===== src/rtl/spi_flash_pkg.sv =====
// Shared definitions for the SPI NOR-flash responder: opcodes, FSM states,
// status register layout and the JEDEC ID byte selector.
package spi_flash_pkg;

    localparam logic [7:0] CMD_READ  = 8'h03;
    localparam logic [7:0] CMD_PP    = 8'h02;
    localparam logic [7:0] CMD_RDSR  = 8'h05;
    localparam logic [7:0] CMD_WREN  = 8'h06;
    localparam logic [7:0] CMD_WRDI  = 8'h04;
    localparam logic [7:0] CMD_JEDEC = 8'h9F;
    localparam logic [7:0] CMD_RES   = 8'hAB;
    localparam logic [7:0] CMD_DP    = 8'hB9;

    localparam int STS_WIP = 0;
    localparam int STS_WEL = 1;

    typedef enum logic [2:0] {
        ST_IDLE,
        ST_CMD,
        ST_ADDR,
        ST_DATA_OUT,
        ST_DATA_IN,
        ST_IGNORE
    } flash_state_e;

    // Where the next response byte comes from when its first bit is driven.
    typedef enum logic [1:0] {
        SRC_REG,
        SRC_STATUS,
        SRC_MEM
    } tx_src_e;

    function automatic logic [7:0] jedec_byte(input logic [23:0] id, input logic [1:0] idx);
        case (idx)
            2'd0:    return id[23:16];
            2'd1:    return id[15:8];
            2'd2:    return id[7:0];
            default: return 8'hFF;
        endcase
    endfunction

endpackage


===== src/rtl/spi_flash_responder_pin_sync.sv =====
// Two-flop synchronizers for the SPI pins plus edge detection on SCK and CS.
module spi_pin_sync (
    input  logic clk_48mhz,
    input  logic reset,
    input  logic spi_sck,
    input  logic spi_cs,
    input  logic spi_mosi,
    output logic sck_rise,
    output logic sck_fall,
    output logic cs_rise,
    output logic cs_fall,
    output logic mosi_s
);

    // [1] is the synchronized sample, [2] its previous value for edge detect
    logic [2:0] sck_sr;
    logic [2:0] cs_sr;
    logic [1:0] mosi_sr;

    always_ff @(posedge clk_48mhz) begin
        if (reset) begin
            sck_sr  <= 3'b000;
            cs_sr   <= 3'b111;
            mosi_sr <= 2'b00;
        end else begin
            sck_sr  <= {sck_sr[1:0], spi_sck};
            cs_sr   <= {cs_sr[1:0], spi_cs};
            mosi_sr <= {mosi_sr[0], spi_mosi};
        end
    end

    assign sck_rise = sck_sr[1] & ~sck_sr[2];
    assign sck_fall = ~sck_sr[1] & sck_sr[2];
    assign cs_rise  = cs_sr[1] & ~cs_sr[2];
    assign cs_fall  = ~cs_sr[1] & cs_sr[2];
    assign mosi_s   = mosi_sr[1];

endmodule


===== src/rtl/spi_flash_responder.sv =====
// SPI NOR-flash emulator: decodes READ/PP/RDSR/WREN/WRDI/JEDEC on an
// oversampled SPI link and serves data from an external synchronous RAM.
import spi_flash_pkg::*;

module spi_flash_responder #(
    parameter int          ADDR_W      = 16,
    parameter logic [23:0] JEDEC_ID    = 24'hEF4016,
    parameter int          BUSY_CYCLES = 480
) (
    input  logic              clk_48mhz,
    input  logic              reset,
    input  logic              spi_cs,
    input  logic              spi_sck,
    input  logic              spi_mosi,
    output logic              spi_miso,
    output logic [ADDR_W-1:0] mem_addr,
    input  logic [7:0]        mem_rdata,
    output logic [7:0]        mem_wdata,
    output logic              mem_we
);

    localparam int BW = $clog2(BUSY_CYCLES + 1);

    logic sck_rise, sck_fall, cs_rise, cs_fall, mosi_s;

    spi_pin_sync u_pin_sync (
        .clk_48mhz (clk_48mhz),
        .reset     (reset),
        .spi_sck   (spi_sck),
        .spi_cs    (spi_cs),
        .spi_mosi  (spi_mosi),
        .sck_rise  (sck_rise),
        .sck_fall  (sck_fall),
        .cs_rise   (cs_rise),
        .cs_fall   (cs_fall),
        .mosi_s    (mosi_s)
    );

    flash_state_e      state;
    tx_src_e           tx_src;
    logic [2:0]        bit_cnt;
    logic [6:0]        rx_sr;
    logic [7:0]        rx_byte;
    logic              byte_done;
    logic [7:0]        tx_sr, tx_next, tx_load, status;
    logic [1:0]        addr_cnt, id_idx;
    logic [ADDR_W-9:0] addr_sr;
    logic [ADDR_W-1:0] addr_full, rd_addr;
    logic [ADDR_W-9:0] pp_page;
    logic [7:0]        pp_off;
    logic              is_read, pend_wren, pend_wrdi, pp_wrote;
    logic              wel, wip;
    logic [BW-1:0]     busy_cnt;

    assign rx_byte   = {rx_sr, mosi_s};
    assign addr_full = {addr_sr, rx_byte};
    // CS rise in the same cycle as the 8th SCK rise discards the byte
    assign byte_done = (state != ST_IDLE) && sck_rise && !cs_rise && (bit_cnt == 3'd7);

    always_comb begin
        status          = '0;
        status[STS_WEL] = wel;
        status[STS_WIP] = wip;
    end

    always_comb begin
        tx_load = tx_next;
        case (tx_src)
            SRC_MEM:    tx_load = mem_rdata;
            SRC_STATUS: tx_load = status;
            default:    tx_load = tx_next;
        endcase
    end

    always_ff @(posedge clk_48mhz) begin
        if (reset) begin
            state     <= ST_IDLE;
            tx_src    <= SRC_REG;
            bit_cnt   <= '0;
            rx_sr     <= '0;
            tx_sr     <= 8'hFF;
            tx_next   <= 8'hFF;
            addr_cnt  <= '0;
            id_idx    <= '0;
            addr_sr   <= '0;
            rd_addr   <= '0;
            pp_page   <= '0;
            pp_off    <= '0;
            is_read   <= 1'b0;
            pend_wren <= 1'b0;
            pend_wrdi <= 1'b0;
            pp_wrote  <= 1'b0;
            wel       <= 1'b0;
            wip       <= 1'b0;
            busy_cnt  <= '0;
            spi_miso  <= 1'b1;
            mem_addr  <= '0;
            mem_wdata <= '0;
            mem_we    <= 1'b0;
        end else begin
            mem_we <= 1'b0;
            if (busy_cnt != '0) begin
                busy_cnt <= busy_cnt - 1'b1;
                if (busy_cnt == BW'(1))
                    wip <= 1'b0;
            end

            if (cs_rise) begin
                state    <= ST_IDLE;
                bit_cnt  <= '0;
                spi_miso <= 1'b1;
                if (pp_wrote) begin
                    wel      <= 1'b0;
                    wip      <= 1'b1;
                    busy_cnt <= BW'(BUSY_CYCLES);
                end else if (pend_wren) begin
                    wel <= 1'b1;
                end else if (pend_wrdi) begin
                    wel <= 1'b0;
                end
                pp_wrote  <= 1'b0;
                pend_wren <= 1'b0;
                pend_wrdi <= 1'b0;
            end else if (state == ST_IDLE) begin
                if (cs_fall) begin
                    state   <= ST_CMD;
                    bit_cnt <= '0;
                end
            end else begin
                if (sck_rise) begin
                    rx_sr   <= rx_byte[6:0];
                    bit_cnt <= bit_cnt + 3'd1;
                end
                // The first fall of a byte picks up the freshly prepared byte
                if (sck_fall && state == ST_DATA_OUT) begin
                    if (bit_cnt == 3'd0) begin
                        spi_miso <= tx_load[7];
                        tx_sr    <= {tx_load[6:0], 1'b1};
                    end else begin
                        spi_miso <= tx_sr[7];
                        tx_sr    <= {tx_sr[6:0], 1'b1};
                    end
                end

                if (byte_done) begin
                    case (state)
                        ST_CMD: begin
                            if (wip && rx_byte != CMD_RDSR) begin
                                state <= ST_IGNORE;
                            end else begin
                                case (rx_byte)
                                    CMD_JEDEC: begin
                                        state   <= ST_DATA_OUT;
                                        tx_src  <= SRC_REG;
                                        tx_next <= jedec_byte(JEDEC_ID, 2'd0);
                                        id_idx  <= 2'd1;
                                    end
                                    CMD_RDSR: begin
                                        state  <= ST_DATA_OUT;
                                        tx_src <= SRC_STATUS;
                                    end
                                    CMD_WREN: begin
                                        pend_wren <= 1'b1;
                                        state     <= ST_IGNORE;
                                    end
                                    CMD_WRDI: begin
                                        pend_wrdi <= 1'b1;
                                        state     <= ST_IGNORE;
                                    end
                                    CMD_READ: begin
                                        is_read  <= 1'b1;
                                        addr_cnt <= '0;
                                        state    <= ST_ADDR;
                                    end
                                    CMD_PP: begin
                                        is_read  <= 1'b0;
                                        addr_cnt <= '0;
                                        state    <= wel ? ST_ADDR : ST_IGNORE;
                                    end
                                    CMD_RES, CMD_DP: state <= ST_IGNORE;
                                    default:         state <= ST_IGNORE;
                                endcase
                            end
                        end
                        ST_ADDR: begin
                            addr_sr  <= (ADDR_W-8)'({addr_sr, rx_byte});
                            addr_cnt <= addr_cnt + 2'd1;
                            if (addr_cnt == 2'd2) begin
                                if (is_read) begin
                                    mem_addr <= addr_full;
                                    rd_addr  <= addr_full + 1'b1;
                                    tx_src   <= SRC_MEM;
                                    state    <= ST_DATA_OUT;
                                end else begin
                                    pp_page <= addr_full[ADDR_W-1:8];
                                    pp_off  <= addr_full[7:0];
                                    state   <= ST_DATA_IN;
                                end
                            end
                        end
                        ST_DATA_OUT: begin
                            if (tx_src == SRC_MEM) begin
                                mem_addr <= rd_addr;
                                rd_addr  <= rd_addr + 1'b1;
                            end else if (tx_src == SRC_REG) begin
                                tx_next <= jedec_byte(JEDEC_ID, id_idx);
                                if (id_idx != 2'd3)
                                    id_idx <= id_idx + 2'd1;
                            end
                        end
                        ST_DATA_IN: begin
                            mem_we    <= 1'b1;
                            mem_wdata <= rx_byte;
                            mem_addr  <= {pp_page, pp_off};
                            pp_off    <= pp_off + 8'd1;
                            pp_wrote  <= 1'b1;
                        end
                        default: ;
                    endcase
                end
            end
        end
    end

endmodule

===== config.mk =====
export PLATFORM = sky130hd
export DESIGN_NAME = spi_flash_responder
export DESIGN_NICKNAME = d
export VERILOG_FILES = /design/src/rtl/spi_flash_pkg.sv /design/src/rtl/spi_flash_responder_pin_sync.sv /design/src/rtl/spi_flash_responder.sv
export SDC_FILE = /design/constraint.sdc
export NUM_CORES = 1
export LEC_CHECK = 0
export ABC_AREA = 1
export CAP_MARGIN = 25
export CELL_PAD_IN_SITES_DETAIL_PLACEMENT = 0
export CELL_PAD_IN_SITES_GLOBAL_PLACEMENT = 1
export CORE_MARGIN = 8
export CORE_UTILIZATION = 25
export CTS_BUF_LIST = sky130_fd_sc_hd__clkbuf_16
export CTS_CLUSTER_DIAMETER = 60
export DETAILED_ROUTE_END_ITERATION = 10
export PLACE_DENSITY_LB_ADDON = 0.3
export SETUP_SLACK_MARGIN = 0.5
export SYNTH_ARGS = -nofsm -noshare
export SYNTH_HDL_FRONTEND = slang
export SYNTH_SLANG_ARGS = --single-unit

===== constraint.sdc =====
create_clock -name clk_48mhz -period 4.05 [get_ports clk_48mhz]
set_input_delay 0.6075 -clock clk_48mhz [delete_from_list [all_inputs] [get_ports clk_48mhz]]
set_output_delay 0.6075 -clock clk_48mhz [all_outputs]
set_load 0.005 [all_outputs]

==> impl_results.md, run 1 <==
* Area Overhead vs Synth at 20.5%
* Final period util at 61.3%
* Routed WL at 17900 um
* Setup violations, final at 0
* Die Ht at 171 um
* Largest net degree at the start of global routing at 37
* Unique masters post-synth at 38
* Row count at 56
* Post-CTS Setup Repair Bufs at 0
* Max Cap Viol at 0
* CTS tree: yes
* Via/cell ratio at 4.42
* RD Place Congestion at 0.798
* Placed Area at 0.00668 mm2
* RSZ-0062 raised after global routing: false
* Family with the most delay on the worst path: simple AND/OR/NAND/NOR gates
* Worst path required time at 4.36 ns
* CTS max path bufs at 2
* Fin crit period at 2.48 ns
* Antenna Nets Post-Route at 0
* Cells resized by post-CTS repair at 0
* Core area at 0.0235 mm2
* Most common cell after layout, fill and taps aside: nand2_1
* Max VDD drop at 244 uV
* Final HPWL DP at 13000 um
* Drt first pass iters at 5
* Critical Path End Type: flop
* Fin Setup TNS at 0 ns
* Slew Viols, Final at 0
* Tot Pwr at 3.04 mW
* Worst slew pin tran at 0.754 ns
* Total of warnings raised by yosys at 0
* Vias in the first global route at 5209
* EDFF count, synth at 0
* First DRT Iteration DRCs at 304
* Register bit total from synthesis at 119
* Synth Net Count at 908
* Mapped Cells at 880
* Port Buffer Count at 38
* Clock transition at path regs at 0.06 ns
* Asr flop ratio synth at 0%
* Pleak at 2.95 nW
* Most frequent cells in the layout: nand2_1 (206), dfxtp_1 (119), a21oi_1 (111)
* Final Hold Fails at 0
* Critical Path, Cell by Cell: nand2_1 > nor2_2 > nand2_1 > nand2_1 > ha_1 > nand3_1 > nor2_4 > nand3_1 > nand2_1 > nand3_1 > nand2_1 > inv_1
* Clk sink count at 119
* Die Wd at 171 um
* Share of cells above drive strength 1 at 7.88%
* Nets at 941
* Hold buffers post-CTS at 0
* Status: complete, no violations
* Total track usage at 12.6%
* Max incr delay on CP at 0.47 ns
* Sequential fraction of the synthesis area at 39.7%
* Total die area at 0.0292 mm2
* Worst slack at placement at 1.56 ns
* Initial antenna violation count at 0
* Routed vias at 5506
* PnR worst setup slack at 1.57 ns
* Wire per inst at 14.4 um
* Crit Path Max Fanout at 10
* Buf/Inv on CP at 1
* Post-route DRC at 0
* Power density cells at 420 mW/mm2
* Crit-path most repeated cell: nand2_1
* Root buffer cell: clkbuf_16
* Syn Std Cell Area at 0.00601 mm2
* Gr ovfl total at 0
* Worst Hold Margin at 0.398 ns
* First-pass GRT wire length at 28800 um
* I/O Pins at 39
* Placed insts at 1213
* H-tree levels at 4
* Initial Util at 25.5%
* Min-Delay Path Class: reg2reg
* # diodes at 0
* CP Data Arrival Time at 2.80 ns
* Relative slew slack at 49.6%
* Crit path max-delay cell type: dfxtp_1
* Util after Layout at 30.7%
* Worst-skew pair later-pin latency at 0.42 ns
* Syn Area/Cell at 6.83 um2
* Clk_skew at 0.00798 ns
* Predominant post-synthesis flop cell: dfxtp_1
* Max Clk Rate at 0.403 GHz
* Critical path type: reg2reg
* Non-Filler Instances at 1245
* Startpoint Class: flop
* CTS Buf Count at 17
* Post-route design area at 0.00724 mm2
-- synthesized netlist by cell type (3+ instances only) --
cell / number / area, um2
nand2_1: 206 / 773
nand4_1: 13 / 81.3
nor2_4: 4 / 45.0
clkbuf_1: 14 / 52.6
a211oi_1: 3 / 22.5
a31oi_1: 3 / 18.8
dfxtp_1: 119 / 2380
nand3_1: 49 / 245
nor3_1: 11 / 55.1
nor2_2: 3 / 18.8
xor2_1: 7 / 61.3
buf_4: 7 / 52.6
o21ai_0: 89 / 445
nand2_2: 4 / 25.0
nand2_4: 3 / 33.8
nand3_2: 3 / 30.0
nor2_1: 80 / 300
ha_1: 15 / 188
a21oi_1: 111 / 556
inv_2: 7 / 26.3
or2_2: 5 / 31.3
o21ai_1: 4 / 20.0
inv_1: 91 / 342
buf_2: 9 / 45.0
-- routing by layer --
| metal | vias up | wire, um | GRT usage (%) |
|---|---|---|---|
| met5 | - | 0 | 0 |
| met4 | 0 | 183 | 3.86 |
| met3 | 11 | 565 | 2.58 |
| met2 | 83 | 7820 | 19.2 |
| met1 | 2460 | 9340 | 17.6 |
| li1 | 2952 | - | - |
-- tightest hold or removal path, stage by stage (launching register included) --
cell	delay, ns
dfxtp_1	0.29
inv_1	0.04
nor2_1	0.03
-- layout make-up --
cell class                      instances  area (um2)
Clock buffer                           17         425
Clock inverter                         15         131
Multi-Input combinational cell        628        3080
Fill cell                            2665       16300
Tap cell                              319         399
Inverter                              100         375
Timing Repair Buffer                   47         448
Sequential cell                       119        2380
-- cell families (layout without fill, tap and decap cells) --
kind of cell / count (synthesis) / after routing / synth area share [%]
AOI/OAI and AO/OA: 219 / 219 / 18.8
xor gates and xnor gates: 8 / 8 / 1.17
adders and majority gates: 15 / 15 / 3.12
buffers and inverters: 133 / 179 / 9.19
DFF: 119 / 119 / 39.7
and+or+nand+nor: 386 / 386 / 28.0
-- power by group --
part           internal (mW)  leakage, nW  switching (mW)  total, mW
logic                  0.127         1.74           0.227      0.354
registers               1.22        0.963          0.0389       1.26
clock network          0.841        0.251           0.590       1.43
total                   2.19         2.95           0.856       3.04
-- sequential cells by signal, indices dropped and copies added, names as in the netlist, 4 cells and up --
name,flops
pp_off,8
busy_cnt,9
addr_sr,8
mem_addr,16
pp_page,8
rx_sr,7
tx_sr,7
tx_next,4
rd_addr,16
mem_wdata,8
-- worst paths after layout --
kind                        start                    to  slack [ns]  cells after the start
max                      state[1]           rd_addr[12]        1.57                     12
min          u_pin_sync.sck_sr[0]  u_pin_sync.sck_sr[1]        0.40                      2
max reg2reg              state[1]           rd_addr[12]        1.57                     12
min reg2reg  u_pin_sync.sck_sr[0]  u_pin_sync.sck_sr[1]        0.40                      2
(Power assumes the default switching activity.)
==> run 2: changes to the inputs <==
==> constraint.sdc (replaced) <==
create_clock -name clk_48mhz -period 2.26 [get_ports clk_48mhz]
set_input_delay 0.339 -clock clk_48mhz [delete_from_list [all_inputs] [get_ports clk_48mhz]]
set_output_delay 0.339 -clock clk_48mhz [all_outputs]
set_load 0.005 [all_outputs]
==> run 2 against run 1 <==
Net effect: first-iteration DRC count rose by 26%; setup slack got worse by 1.0 ns; clock skew rose by 0.00088 ns; wire length rose by 5.0%; fmax up 43%; cell area up 14%; non-clock buffer count increased by 58; global-route usage rose by 0.49 points.
==> impl_results.md, run 2 (same netlist as run 1, synthesis figures left out) <==
* Critical Path End Type: flop
* Final Hold Fails at 0
* H-tree levels at 4
* Startpoint Class: flop
* FF/Latch Area at 0.00240 mm2
* Final HPWL DP at 13000 um
* Crit Path Max Fanout at 8
* Port Buffer Count at 38
* RD Place Congestion at 0.793
* Gr ovfl total at 0
* Die Wd at 171 um
* Initial Util at 25.5%
* Fill cell count at 2554
* Routed WL at 18800 um
* Worst path required time at 2.59 ns
* I/O Pins at 39
* Most frequent cells in the layout: nand2_1 (171), dfxtp_1 (114), a21oi_1 (104)
* CTS max path bufs at 2
* Worst-skew pair later-pin latency at 0.43 ns
* Critical path type: reg2reg
* Slew Viols, Final at 0
* Min-Delay Path Class: reg2reg
* Share of cells above drive strength 1 at 21.3%
* Max VDD drop at 488 uV
* Initial antenna violation count at 0
* Die Ht at 171 um
* Critical hold path startpoint: u_pin_sync.sck_sr[0]
* PnR worst setup slack at 0.521 ns
* Clk sink count at 119
* Crit path from: state[1]
* Fin Setup TNS at 0 ns
* Multi-input gate area at 0.00342 mm2
* Max Clk Rate at 0.575 GHz
* Wire per inst at 14.4 um
* Core area at 0.0235 mm2
* Via/cell ratio at 4.47
* First DRT Iteration DRCs at 383
* Setup violations, final at 0
* Clock transition at path regs at 0.06 ns
* # diodes at 0
* Worst slew pin tran at 0.372 ns
* Worst slack at placement at 0.0941 ns
* Routed vias at 5833
* Power density cells at 717 mW/mm2
* Regs by FF count: mem_addr x16, rd_addr x16, busy_cnt x9
* Pleak at 3.42 nW
* Vias in the first global route at 5475
* Root buffer cell: clkbuf_16
* Fin crit period at 1.74 ns
* CTS Buf Count at 17
* First-pass GRT wire length at 30100 um
* CP Data Arrival Time at 2.06 ns
* Most common cell after layout, fill and taps aside: nand2_1
* Antenna Nets Post-Route at 0
* Final period util at 76.9%
* Drt first pass iters at 5
* Area Overhead vs Synth at 36.9%
* Status: complete, no violations
* Largest net degree at the start of global routing at 36
* Max Cap Viol at 0
* Post-route DRC at 0
* Clk_skew at 0.00886 ns
* Total die area at 0.0292 mm2
* Row count at 56
* Nets at 1000
* Reg-to-reg startpoint: state[1]
* CTS tree: yes
* Hold buffers post-CTS at 0
* Total track usage at 13.1%
* Relative slew slack at 74.9%
* RSZ-0062 raised after global routing: true
## run 2: changes by cell type in the layout (fill, tap and decap cells not counted), sizes merged
| cell | delta |
|---|---|
| inv | +6 |
| clkinv | -3 |
| bufinv | +2 |
| nor2 | +1 |
| buf | +58 |
| clkinvlp | -5 |
## run 2: routing by layer
layer | vias to the layer above | share of wire (%) | global-route usage, %
li1 | 3084 | - | -
met1 | 2648 | 51 | 18.4
met4 | 0 | 1.2 | 4.20
met5 | - | 0 | 0
met3 | 19 | 3.2 | 2.60
met2 | 82 | 44 | 19.9
## run 2: path summary, 6_finish.rpt
kind,to,slack (ns),depth (start not counted)
setup / recovery,rd_addr[14],0.52,13
hold / removal,u_pin_sync.sck_sr[1],0.40,2
hold reg to reg,u_pin_sync.sck_sr[1],0.40,2
setup reg to reg,rd_addr[14],0.52,13
## run 2: worst max-delay path, cell delays in order (launching register included)
cell and delay (ns):
dfxtp_4 0.40, nand2_4 0.07, nor2_4 0.11, buf_12 0.15, buf_12 0.13, nand2_1 0.09
nand2_2 0.11, nand2_1 0.10, nor2_2 0.17, nand3_1 0.10, nand2_1 0.06, nand3_1 0.06
nand2_1 0.06, inv_1 0.03
## run 2: area by class of cell
cell class              instances  share of cell area (%)
inverters                     100                    4.69
flip-flops and latches        119                    29.1
multi-input cells             629                    41.6
repair buffers                105                    12.2
well taps                     319                    4.85
clock buffers                  17                    5.17
clock inverters                15                    2.33
## run 2: what timing repair did
action / CTS / global route
setup buffers: 8 / 24
resized for setup: 38 / 88
pin swaps: 3 / 33
gates cloned: 3 / 0
setup endpoints to repair: 65 / 60
## run 2: report_power, final
group,switching [mW],internal (mW)
clock network,1.12,1.76
registers,0.0699,2.18
logic,0.451,0.314
## run 2: metrics by stage
step	power, mW	area (um2)	hold WS (ns)	std cells	util, %
floorplan	2.77	6030	0.388	880	-
global placement	2.99	6930	0.391	1237	29.4
detailed placement	2.98	6930	0.393	1237	29.4
CTS	5.88	7810	0.401	1280	33.2
global route	6.18	8220	0.427	1304	34.9
finish	5.90	8220	0.401	1304	34.9
==> run 3: changes to the inputs <==
==> constraint.sdc (replaced) <==
create_clock -name clk_48mhz -period 1.5 [get_ports clk_48mhz]
set_input_delay 0.225 -clock clk_48mhz [delete_from_list [all_inputs] [get_ports clk_48mhz]]
set_output_delay 0.225 -clock clk_48mhz [all_outputs]
set_load 0.005 [all_outputs]
==> run 3 against run 2 <==
Net effect: the run now ends with setup timing left; power rose by 74%; clock skew grew 0.0047 ns; combinational power rose to 2.8 times the previous value; flip-flop and latch count did not move; count of clock-buffer cells in the layout up 1; clock power up 64%; critical path depth did not move; register-to-register slack lost 0.79 ns; critical endpoint is now addr_cnt[1]; largest power group unchanged.
==> impl_results.md, run 3 (same netlist as run 1, synthesis figures left out) <==
* Total die area at 0.0292 mm2
* Status: finished with violations
* Routed WL at 23200 um
* Largest net degree at the start of global routing at 34
* Area Overhead vs Synth at 81.1%
* Fill cell count at 2306
* Vias in the first global route at 6469
* Worst-skew pair later-pin latency at 0.43 ns
* Setup violations, final at 88
* Final Hold Fails at 0
* Min-Delay Path Class: in2reg
* R2R setup slack at -0.27 ns
* CTS Buf Count at 17
* Max Clk Rate at 0.565 GHz
* Critical path type: reg2reg
* Non-Filler Instances at 1471
* Die Ht at 171 um
* Fin crit period at 1.77 ns
* Wire per inst at 15.8 um
* Clock transition at path regs at 0.06 ns
* Routed vias at 6800
* Slew Viols, Final at 0
* Die Wd at 171 um
* PnR worst setup slack at -0.269 ns
* Root buffer cell: clkbuf_16
* RSZ-0062 raised after global routing: true
* Most frequent cells in the layout: buf_4 (161), nand2_1 (145), dfxtp_1 (83)
* WHS Path Cells at 3
* RR Endpoint: addr_cnt[1]
* # diodes at 0
* First DRT Iteration DRCs at 300
* Post-route design area at 0.0109 mm2
* Initial Util at 25.5%
* Initial antenna violation count at 0
* Gr ovfl total at 0
* CTS max path bufs at 2
* Critical Path End Type: flop
* Final HPWL DP at 14900 um
* Placed Area at 0.00807 mm2
* Startpoint Class: flop
* Share of cells above drive strength 1 at 51.4%
* Max Cap Viol at 0
* Max VDD drop at 766 uV
* Clk sink count at 119
* Critical hold path startpoint: spi_mosi
* Relative slew slack at 76.1%
* Worst slew pin tran at 0.359 ns
* RD Place Congestion at 0.821
* Row count at 56
* Worst hold endpoint: u_pin_sync.mosi_sr[0]
* I/O Pins at 39
* Failing checks: setup timing
* Post-route DRC at 0
* Worst path required time at 1.85 ns
* Placed insts at 1355
* Pleak at 4.64 nW
* Reg-to-reg startpoint: state[0]
* Core area at 0.0235 mm2
* Antenna Nets Post-Route at 0
* Regs by FF count: mem_addr x16, rd_addr x16, busy_cnt x9
* Total track usage at 15.3%
* Port Buffer Count at 38
* Final period util at 118%
* Crit Path Max Fanout at 5
* Clk_skew at 0.0135 ns
* Power density cells at 946 mW/mm2
* Most common cell after layout, fill and taps aside: buf_4
* CTS tree: yes
* H-tree levels at 4
* R2r worst-path depth at 13
* Nets at 1167
* Drt first pass iters at 4
* Via/cell ratio at 4.62
* First-pass GRT wire length at 35100 um
* CP Data Arrival Time at 2.12 ns
## run 3: changes by cell type in the layout (fill, tap and decap cells not counted), sizes merged
| cell | change |
|---|---|
| nand2 | +1 |
| clkdlybuf4s50 | -26 |
| clkinv | +2 |
| bufinv | +2 |
| inv | -4 |
| clkinvlp | +3 |
| buf | +185 |
| clkbuf | +4 |
## run 3: how the worst max path moves through the flow
stage	startpoint	to	slack (ns)	depth (start not counted)
3_5_place_dp	state[1]	rd_addr[12]	-0.32	13
4_1_cts	state[2]	addr_cnt[1]	-0.20	13
3_3_place_gp	state[1]	rd_addr[12]	-0.27	13
2_1_floorplan	state[1]	rd_addr[12]	-0.22	14
5_1_grt	state[1]	rd_addr[12]	-0.36	13
6_report	state[0]	addr_cnt[1]	-0.27	13
## run 3: metrics by stage
step,total power [mW],setup TNS (ns),utilization [%],hold slack [ns],setup WS (ns)
2_1_floorplan,4.47,-4.95,-,0.329,-0.224
3_3_place_gp,4.97,-10.86,34.3,0.392,-0.275
3_5_place_dp,4.97,-13.33,34.3,0.394,-0.323
4_1_cts,10.0,-9.08,41.9,0.328,-0.198
5_1_grt,10.7,-21.60,46.2,0.349,-0.364
6_report,10.3,-13.84,46.2,0.333,-0.269
## run 3: cell type report
| cell class | count | area [um2] | share of cell area, % |
|---|---|---|---|
| clock buffer | 18 | 450 | 4.14 |
| clock inverter | 14 | 220 | 2.02 |
| inverter | 100 | 438 | 4.03 |
| multi-input combinational | 630 | 4280 | 39.3 |
| sequential | 119 | 2440 | 22.4 |
| tap | 319 | 399 | 3.67 |
| timing repair buffer | 267 | 2620 | 24.0 |
| timing repair inverter | 4 | 40.0 | 0.368 |
## run 3: worst max-delay path, cell delays in order, from the launching register on
cell     delay (ns)
dfxtp_4        0.39
buf_6          0.13
nor2_4         0.04
nand2_4        0.07
nand2_4        0.06
nor2_4         0.13
nand2_4        0.10
buf_6          0.13
nor2_4         0.12
buf_6          0.12
buf_12         0.11
buf_16         0.12
nand2_4        0.04
a21oi_2        0.12
## run 3: timing repair
action | CTS | global route
gates resized for setup | 374 | 175
hold buffers | 0 | 0
pin swaps | 64 | 46
setup endpoints to repair | 138 | 138
setup buffers | 38 | 31
cloned | 9 | 6
## run 3: per-layer routing
metal,vias up,global-route usage [%],routed length (um)
li1,3428,-,-
met1,3213,20.0,11000
met2,126,25.4,11000
met3,33,2.58,801
met4,0,4.91,492
met5,-,0,0
## run 3: report_power, final
part / switching (mW) / internal, mW / total [mW]
combinational: 1.14 / 0.997 / 2.14
clock: 1.66 / 3.06 / 4.72
sequential: 0.133 / 3.30 / 3.43
total: 2.93 / 7.36 / 10.3
